<file path="src/rtl/dsi_packet_assembler.sv">
// Purpose: turns timing-generator packet requests into a DSI byte stream (DI, WC/data, ECC, payload, CRC-16).
// Latency: the first header byte is valid 3 clocks after p_req_i is seen in IDLE; after that, one byte per clock.
// Backpressure: each byte is held until out_ready_i; payload words are fetched just in time, so there are no bubbles.
module dsi_packet_assembler #(
    parameter logic [1:0] g_virtual_channel = 2'd0
) (
    input  logic        clk_i,
    input  logic        rst_i,
    input  logic        p_req_i,
    output logic        p_dreq_o,
    input  logic        p_islong_i,
    input  logic [5:0]  p_type_i,
    input  logic [15:0] p_wcount_i,
    input  logic [15:0] p_command_i,
    input  logic [23:0] p_payload_i,
    input  logic        p_last_i,
    output logic        out_hs_req_o,
    output logic [7:0]  out_d_o,
    output logic        out_valid_o,
    input  logic        out_ready_i
);

    typedef enum logic [2:0] {
        IDLE,
        HDR_REQ,
        HDR_LATCH,
        HEADER,
        PAYLOAD,
        CRC
    } state_t;

    typedef struct packed {
        logic [7:0] di;
        logic [7:0] b1;
        logic [7:0] b2;
        logic [7:0] ecc;
    } hdr_t;

    state_t      state, state_nxt;
    hdr_t        hdr;
    logic        is_long;
    logic        last;
    logic [1:0]  byte_idx;
    logic [23:0] word;
    logic [15:0] remaining;
    logic [15:0] crc;
    logic        hs_req;

    logic        accept;
    logic        fetch;
    logic        hdr_pulse;
    logic        eop;
    logic [7:0]  di_in;
    logic [15:0] field_in;

    // Hamming-style header ECC; D0 is DI bit 0 and D23 is B2 bit 7.
    function automatic logic [7:0] ecc_calc(input logic [23:0] d);
        logic [5:0] p;
        p[0] = d[0]^d[1]^d[2]^d[4]^d[5]^d[7]^d[10]^d[11]^d[13]^d[16]^d[20]^d[21]^d[22]^d[23];
        p[1] = d[0]^d[1]^d[3]^d[4]^d[6]^d[8]^d[10]^d[12]^d[14]^d[17]^d[20]^d[21]^d[22]^d[23];
        p[2] = d[0]^d[2]^d[3]^d[5]^d[6]^d[9]^d[11]^d[12]^d[15]^d[18]^d[20]^d[21]^d[22];
        p[3] = d[1]^d[2]^d[3]^d[7]^d[8]^d[9]^d[13]^d[14]^d[15]^d[19]^d[20]^d[21]^d[23];
        p[4] = d[4]^d[5]^d[6]^d[7]^d[8]^d[9]^d[16]^d[17]^d[18]^d[19]^d[20]^d[22]^d[23];
        p[5] = d[10]^d[11]^d[12]^d[13]^d[14]^d[15]^d[16]^d[17]^d[18]^d[19]^d[21]^d[22]^d[23];
        return {2'b00, p};
    endfunction

    // Reflected CRC-16 (0x8408): the byte is consumed LSB first.
    function automatic logic [15:0] crc_byte(input logic [15:0] c_in, input logic [7:0] d);
        logic [15:0] c;
        c = c_in;
        for (int i = 0; i < 8; i++) begin
            if (c[0] ^ d[i]) c = (c >> 1) ^ 16'h8408;
            else             c = c >> 1;
        end
        return c;
    endfunction

    assign di_in    = {g_virtual_channel, p_type_i};
    assign field_in = p_islong_i ? p_wcount_i : p_command_i;
    assign accept   = out_valid_o && out_ready_i;
    assign p_dreq_o = hdr_pulse || fetch;
    assign out_hs_req_o = hs_req;

    // Next-state, output byte selection and fetch strobe.
    always_comb begin
        state_nxt   = state;
        hdr_pulse   = 1'b0;
        fetch       = 1'b0;
        eop         = 1'b0;
        out_valid_o = 1'b0;
        out_d_o     = 8'h00;
        case (state)
            IDLE: begin
                if (p_req_i) state_nxt = HDR_REQ;
            end
            HDR_REQ: begin
                hdr_pulse = 1'b1;
                state_nxt = HDR_LATCH;
            end
            HDR_LATCH: begin
                state_nxt = HEADER;
            end
            HEADER: begin
                out_valid_o = 1'b1;
                case (byte_idx)
                    2'd0:    out_d_o = hdr.di;
                    2'd1:    out_d_o = hdr.b1;
                    2'd2:    out_d_o = hdr.b2;
                    default: out_d_o = hdr.ecc;
                endcase
                if (accept && byte_idx == 2'd3) begin
                    if (!is_long) begin
                        eop = 1'b1;
                    end else if (remaining != 16'd0) begin
                        fetch     = 1'b1;
                        state_nxt = PAYLOAD;
                    end else begin
                        state_nxt = CRC;
                    end
                end
            end
            PAYLOAD: begin
                out_valid_o = 1'b1;
                case (byte_idx)
                    2'd0:    out_d_o = word[23:16];
                    2'd1:    out_d_o = word[15:8];
                    default: out_d_o = word[7:0];
                endcase
                if (accept) begin
                    if (remaining == 16'd1)  state_nxt = CRC;
                    else if (byte_idx == 2'd2) fetch = 1'b1;
                end
            end
            CRC: begin
                out_valid_o = 1'b1;
                out_d_o     = byte_idx[0] ? crc[15:8] : crc[7:0];
                if (accept && byte_idx[0]) eop = 1'b1;
            end
            default: state_nxt = IDLE;
        endcase
        // A packet flagged last closes the burst even if more requests are pending.
        if (eop) begin
            if (last)         state_nxt = IDLE;
            else if (p_req_i) state_nxt = HDR_REQ;
            else              state_nxt = IDLE;
        end
    end

    // State register plus the header, word, counter and CRC datapath.
    always_ff @(posedge clk_i) begin
        if (rst_i) begin
            state     <= IDLE;
            hs_req    <= 1'b0;
            hdr       <= '0;
            is_long   <= 1'b0;
            last      <= 1'b0;
            byte_idx  <= 2'd0;
            word      <= 24'h0;
            remaining <= 16'h0;
            crc       <= 16'hFFFF;
        end else begin
            state <= state_nxt;
            if (state == IDLE) hs_req <= p_req_i;
            if (eop && last)   hs_req <= 1'b0;
            if (fetch)         word   <= p_payload_i;
            case (state)
                HDR_LATCH: begin
                    hdr.di    <= di_in;
                    hdr.b1    <= field_in[7:0];
                    hdr.b2    <= field_in[15:8];
                    hdr.ecc   <= ecc_calc({field_in, di_in});
                    is_long   <= p_islong_i;
                    last      <= p_last_i;
                    remaining <= p_islong_i ? p_wcount_i : 16'd0;
                    byte_idx  <= 2'd0;
                    crc       <= 16'hFFFF;
                end
                HEADER: begin
                    if (accept) byte_idx <= byte_idx + 2'd1;
                end
                PAYLOAD: begin
                    if (accept) begin
                        crc       <= crc_byte(crc, out_d_o);
                        remaining <= remaining - 16'd1;
                        // The CRC phase reuses the index, so it restarts at 0 when the payload ends.
                        if (byte_idx == 2'd2 || remaining == 16'd1) byte_idx <= 2'd0;
                        else                                        byte_idx <= byte_idx + 2'd1;
                    end
                end
                CRC: begin
                    if (accept) byte_idx <= byte_idx + 2'd1;
                end
                default: ;
            endcase
        end
    end

endmodule

</file>
<file path="config.mk">
export PLATFORM = sky130hd
export DESIGN_NAME = dsi_packet_assembler
export DESIGN_NICKNAME = d
export VERILOG_FILES = /design/src/rtl/dsi_packet_assembler.sv
export SDC_FILE = /design/constraint.sdc
export NUM_CORES = 1
export LEC_CHECK = 0
export ABC_CLOCK_PERIOD_IN_PS = 3200
export CAP_MARGIN = 20
export CORE_ASPECT_RATIO = 0.8
export CORE_MARGIN = 2
export CORE_UTILIZATION = 39
export DETAILED_ROUTE_END_ITERATION = 10
export HOLD_SLACK_MARGIN = 0.06
export MAX_ROUTING_LAYER = met4
export PLACE_DENSITY = 0.64
export SETUP_SLACK_MARGIN = 0.15
export SLEW_MARGIN = 40
export SYNTH_ARGS = -nofsm -noshare
export SYNTH_HDL_FRONTEND = slang
export SYNTH_SLANG_ARGS = --single-unit
</file>
<file path="constraint.sdc">
create_clock -name clk_i -period 3.2 [get_ports clk_i]
set_input_delay 0.32 -clock clk_i [delete_from_list [all_inputs] [get_ports clk_i]]
set_output_delay 0.32 -clock clk_i [all_outputs]
set_load 0.02 [all_outputs]
</file>
==> qor.yml <==
setup_path:
  r2r-start: "byte_idx[0]"
  r2r_end: "crc[9]"
  ff2ff_path_depth: 10
  crit_chain: "buf_4, ha_1, buf_4, a22o_1, a21o_1, a211o_2, clkdlybuf4s50_1"
  setup.worst_path.class: "reg2out"
  end_kind: "output pin"
  critPathTopFamily: "buffers and inverters"
  cpMaxStageDelayCell: "clkdlybuf4s50_1"
  cp.arrival_ns: 2.62
  rrSetupSlack_ns: 0.59
  startpoint_type: "register"
  cp.required_ns: 2.88
  cp.depth: 7
  cp_num_buf_inv: 3
  slowest_delay_ns: 0.57
  crit_top_cell: "buf_4"
  critPathMaxFanout: 17
place:
  place_area_um2: 6540
  io_buffer_count: 78
  place.gp.congestion: 0.849
  place_ws_ns: 0.411
  dp_hpwl_um: 11700
logic_synthesis:
  synth_edf_count: 0
  ys_types: 66
  synth-seq-area-share_pct: 32.3
  syn_area_um2: 5700
  synth-async-reset-ratio_pct: 0
  yosysTopAreaCellShare_pct: 32.3
  ys.flop_type: "dfxtp_1"
  ys_seq_elements: 92
  syn_area_per_cell_um2: 8.62
  synthCells: 661
  yosysWarningCount: 0
  post-synth-top-area-cell: "dfxtp_1"
  synthTopCellsByArea: "dfxtp_1, mux2i_1, xnor2_1, nor2_1, a21oi_1"
  synth_nets: 736
floorplanning:
  initial_core_util_pct: 39.8
  coreArea_um2: 14300
  fp-row-count: 39
  dieHeight_um: 112
  ios: 79
  dieArea_um2: 15600
  die_w_um: 139
cts:
  cts_tree: "yes"
  clkLatencyLatePin_ns: 0.35
  cts_buffers: 9
  postCtsSetupBuffers: 0
  cts_htree_levels: 3
  cts_num_sinks: 92
  holdBufCountCts: 0
  clkTransAtPathRegs_ns: 0.07
  clk_path_buf_depth: 2
  clock_tree.root_cell: "clkbuf_16"
power_and_ir_drop:
  pwr-share-clk_pct: 34.4
  power.density_nw_per_um2: 445
  p_int_mw: 2.10
  ir_drop_mv: 0.240
  p_leak_nw: 2.70
  pwr-share-comb_pct: 24.2
  power.share.sequential_pct: 41.4
  p_switching_mw: 0.959
  switching_share_pct: 31.4
sta:
  rsz0062_at_grt: "true"
  setup-violations-final: 0
  fmax_mhz: 340
  hold_viol_final: 0
  relSlewSlack_pct: 62.1
  slew_violations: 0
  setup_slack_ns: 0.262
  fin_crit_sh_pct: 91.8
  finalSetupTns_ns: 0
  clock_skew_ns: 0.00944
  post-route-min-period_ns: 2.94
  worstMarginPinSlew_ns: 0.552
final_layout:
  area_growth_pct: 20.5
  drive_gt1_share_pct: 8.99
  final_area_um2: 6860
  fill_cells: 1369
  layout.nets: 793
  antenna_cells: 0
  postLayoutCoreUtil_pct: 48.0
worst_hold_path:
  hp-start: "rst_i"
  min_path_cells: 2
  hold_end: "remaining[13]"
  hold_path_class: "in2reg"
global_routing:
  overflow: 0
  grt_max_degree: 33
  grt_pass1_vias: 4855
  grt_first_pass_wirelength_um: 25300
  grt_usage_pct: 20.8
  antenna_found_initial: 0
job:
  drv_cap: 0
drt:
  vias: 4950
  wl_um: 15600
  routedWlPerCell_um: 17.2
  drt-pass1-iter-count: 7
  vias_per_cell: 5.46
  drcViolationCount: 0
  drtIter0Drc: 446
  ant_nets: 0
outcome:
  status: "completed"
==> what timing repair did <==
item	4_1_cts	5_1_grt
gates resized for setup	3	6
gates cloned	0	0
hold endpoints to repair	0	0
endpoints found under the setup margin	7	9
==> metrics by stage <==
step | std cells | power [mW] | hold WS [ns]
detailed placement | 891 | 2.02 | 0.459
CTS | 907 | 3.08 | 0.409
global route | 907 | 3.21 | 0.420
floorplan | 661 | 1.79 | 0.432
finish | 907 | 3.06 | 0.422
global placement | 891 | 2.01 | 0.450
==> cells in the mapped netlist (3+ instances only) <==
master / instances
o22ai_1: 9
xnor2_1: 47
a22oi_1: 7
xor2_4: 3
a21o_1: 7
a22o_1: 6
a31oi_1: 7
or2_1: 4
xor2_1: 28
o21ai_0: 20
a211oi_1: 23
nand3_1: 13
nor2_1: 98
ha_1: 7
inv_1: 14
a211o_1: 3
a221oi_2: 3
buf_2: 5
mux2i_1: 55
nand4_1: 3
a311oi_1: 3
clkbuf_1: 28
nor3_1: 9
nand2b_1: 7
dfxtp_1: 92
nor2b_1: 3
a21oi_1: 59
a221oi_1: 4
nand2_1: 41
buf_6: 5
==> registers in the layout, summed over array words and instances (netlist names) <==
name,count
crc,16
out_hs_req_o,1
last,1
state,3
word,24
hdr,28
remaining,16
is_long,1
byte_idx,2
==> worst max-delay path by stage <==
stage / start / slack (ns) / endpoint
2_1_floorplan: byte_idx[0] / 0.53 / crc[3]
3_3_place_gp: out_ready_i / 0.44 / p_dreq_o
6_report: byte_idx[0] / 0.26 / out_d_o[2]
5_1_grt: byte_idx[0] / 0.15 / out_d_o[2]
4_1_cts: remaining[1] / 0.15 / p_dreq_o
3_5_place_dp: remaining[0] / 0.41 / p_dreq_o
==> logic make-up (layout without fill, tap and decap cells) <==
kind of cell	count (synthesis)	in the layout	synth area share [%]
AND/OR/NAND/NOR	196	196	15.9
flip-flops	92	92	32.3
AO/OA/AOI/OAI	168	168	20.3
multiplexers	56	56	9.86
adder cells (fa/ha/maj)	7	7	1.54
XOR/XNOR	82	82	14.4
buffers and inverters	60	122	5.65
==> metal layers <==
metal / global-route usage [%] / wire length, µm
met3: 3.37 / 831
met4: 5.59 / 225
met1: 28.1 / 7430
met2: 32.5 / 7130
met5: - / 0
==> worst register-to-register path: stages, from the launching register on <==
cell and delay [ns]:
dfxtp_2 0.36, buf_4 0.20, ha_1 0.20, buf_4 0.19, a22o_1 0.21, a21o_1 0.15
a211o_2 0.38, xor2_4 0.20, xnor3_2 0.32, xor2_1 0.18, a21oi_1 0.08
==> placed cells by master, fill, tap and decap left out, types with 20 or more instances in the layout <==
cell / count
clkdlybuf4s50_1: 73
a21oi_1: 59
nand2_1: 41
xnor2_1: 47
xor2_1: 28
nor2_1: 97
dfxtp_1: 90
a211oi_1: 23
o21ai_0: 20
mux2i_1: 55
==> layout make-up <==
class / count / area [µm²] / area share, %
clock inverters: 7 / 70.1 / 1.02
flip-flops and latches: 92 / 1840 / 26.9
clock buffers: 9 / 225 / 3.28
well taps: 184 / 230 / 3.36
repair buffers: 92 / 883 / 12.9
inverters: 14 / 52.6 / 0.766
multi-input cells: 509 / 3560 / 51.8
==> power by group through the flow <==
stage	Clock, mW	Combinational [mW]	Sequential [mW]
after detailed placement	0	0.734	1.29
after global routing	1.12	0.816	1.27
after global placement	0	0.721	1.29
after CTS	1.07	0.741	1.26
after floorplan	0	0.520	1.27
final	1.05	0.741	1.26
No activity file was read; power rests on OpenSTA's default activity.
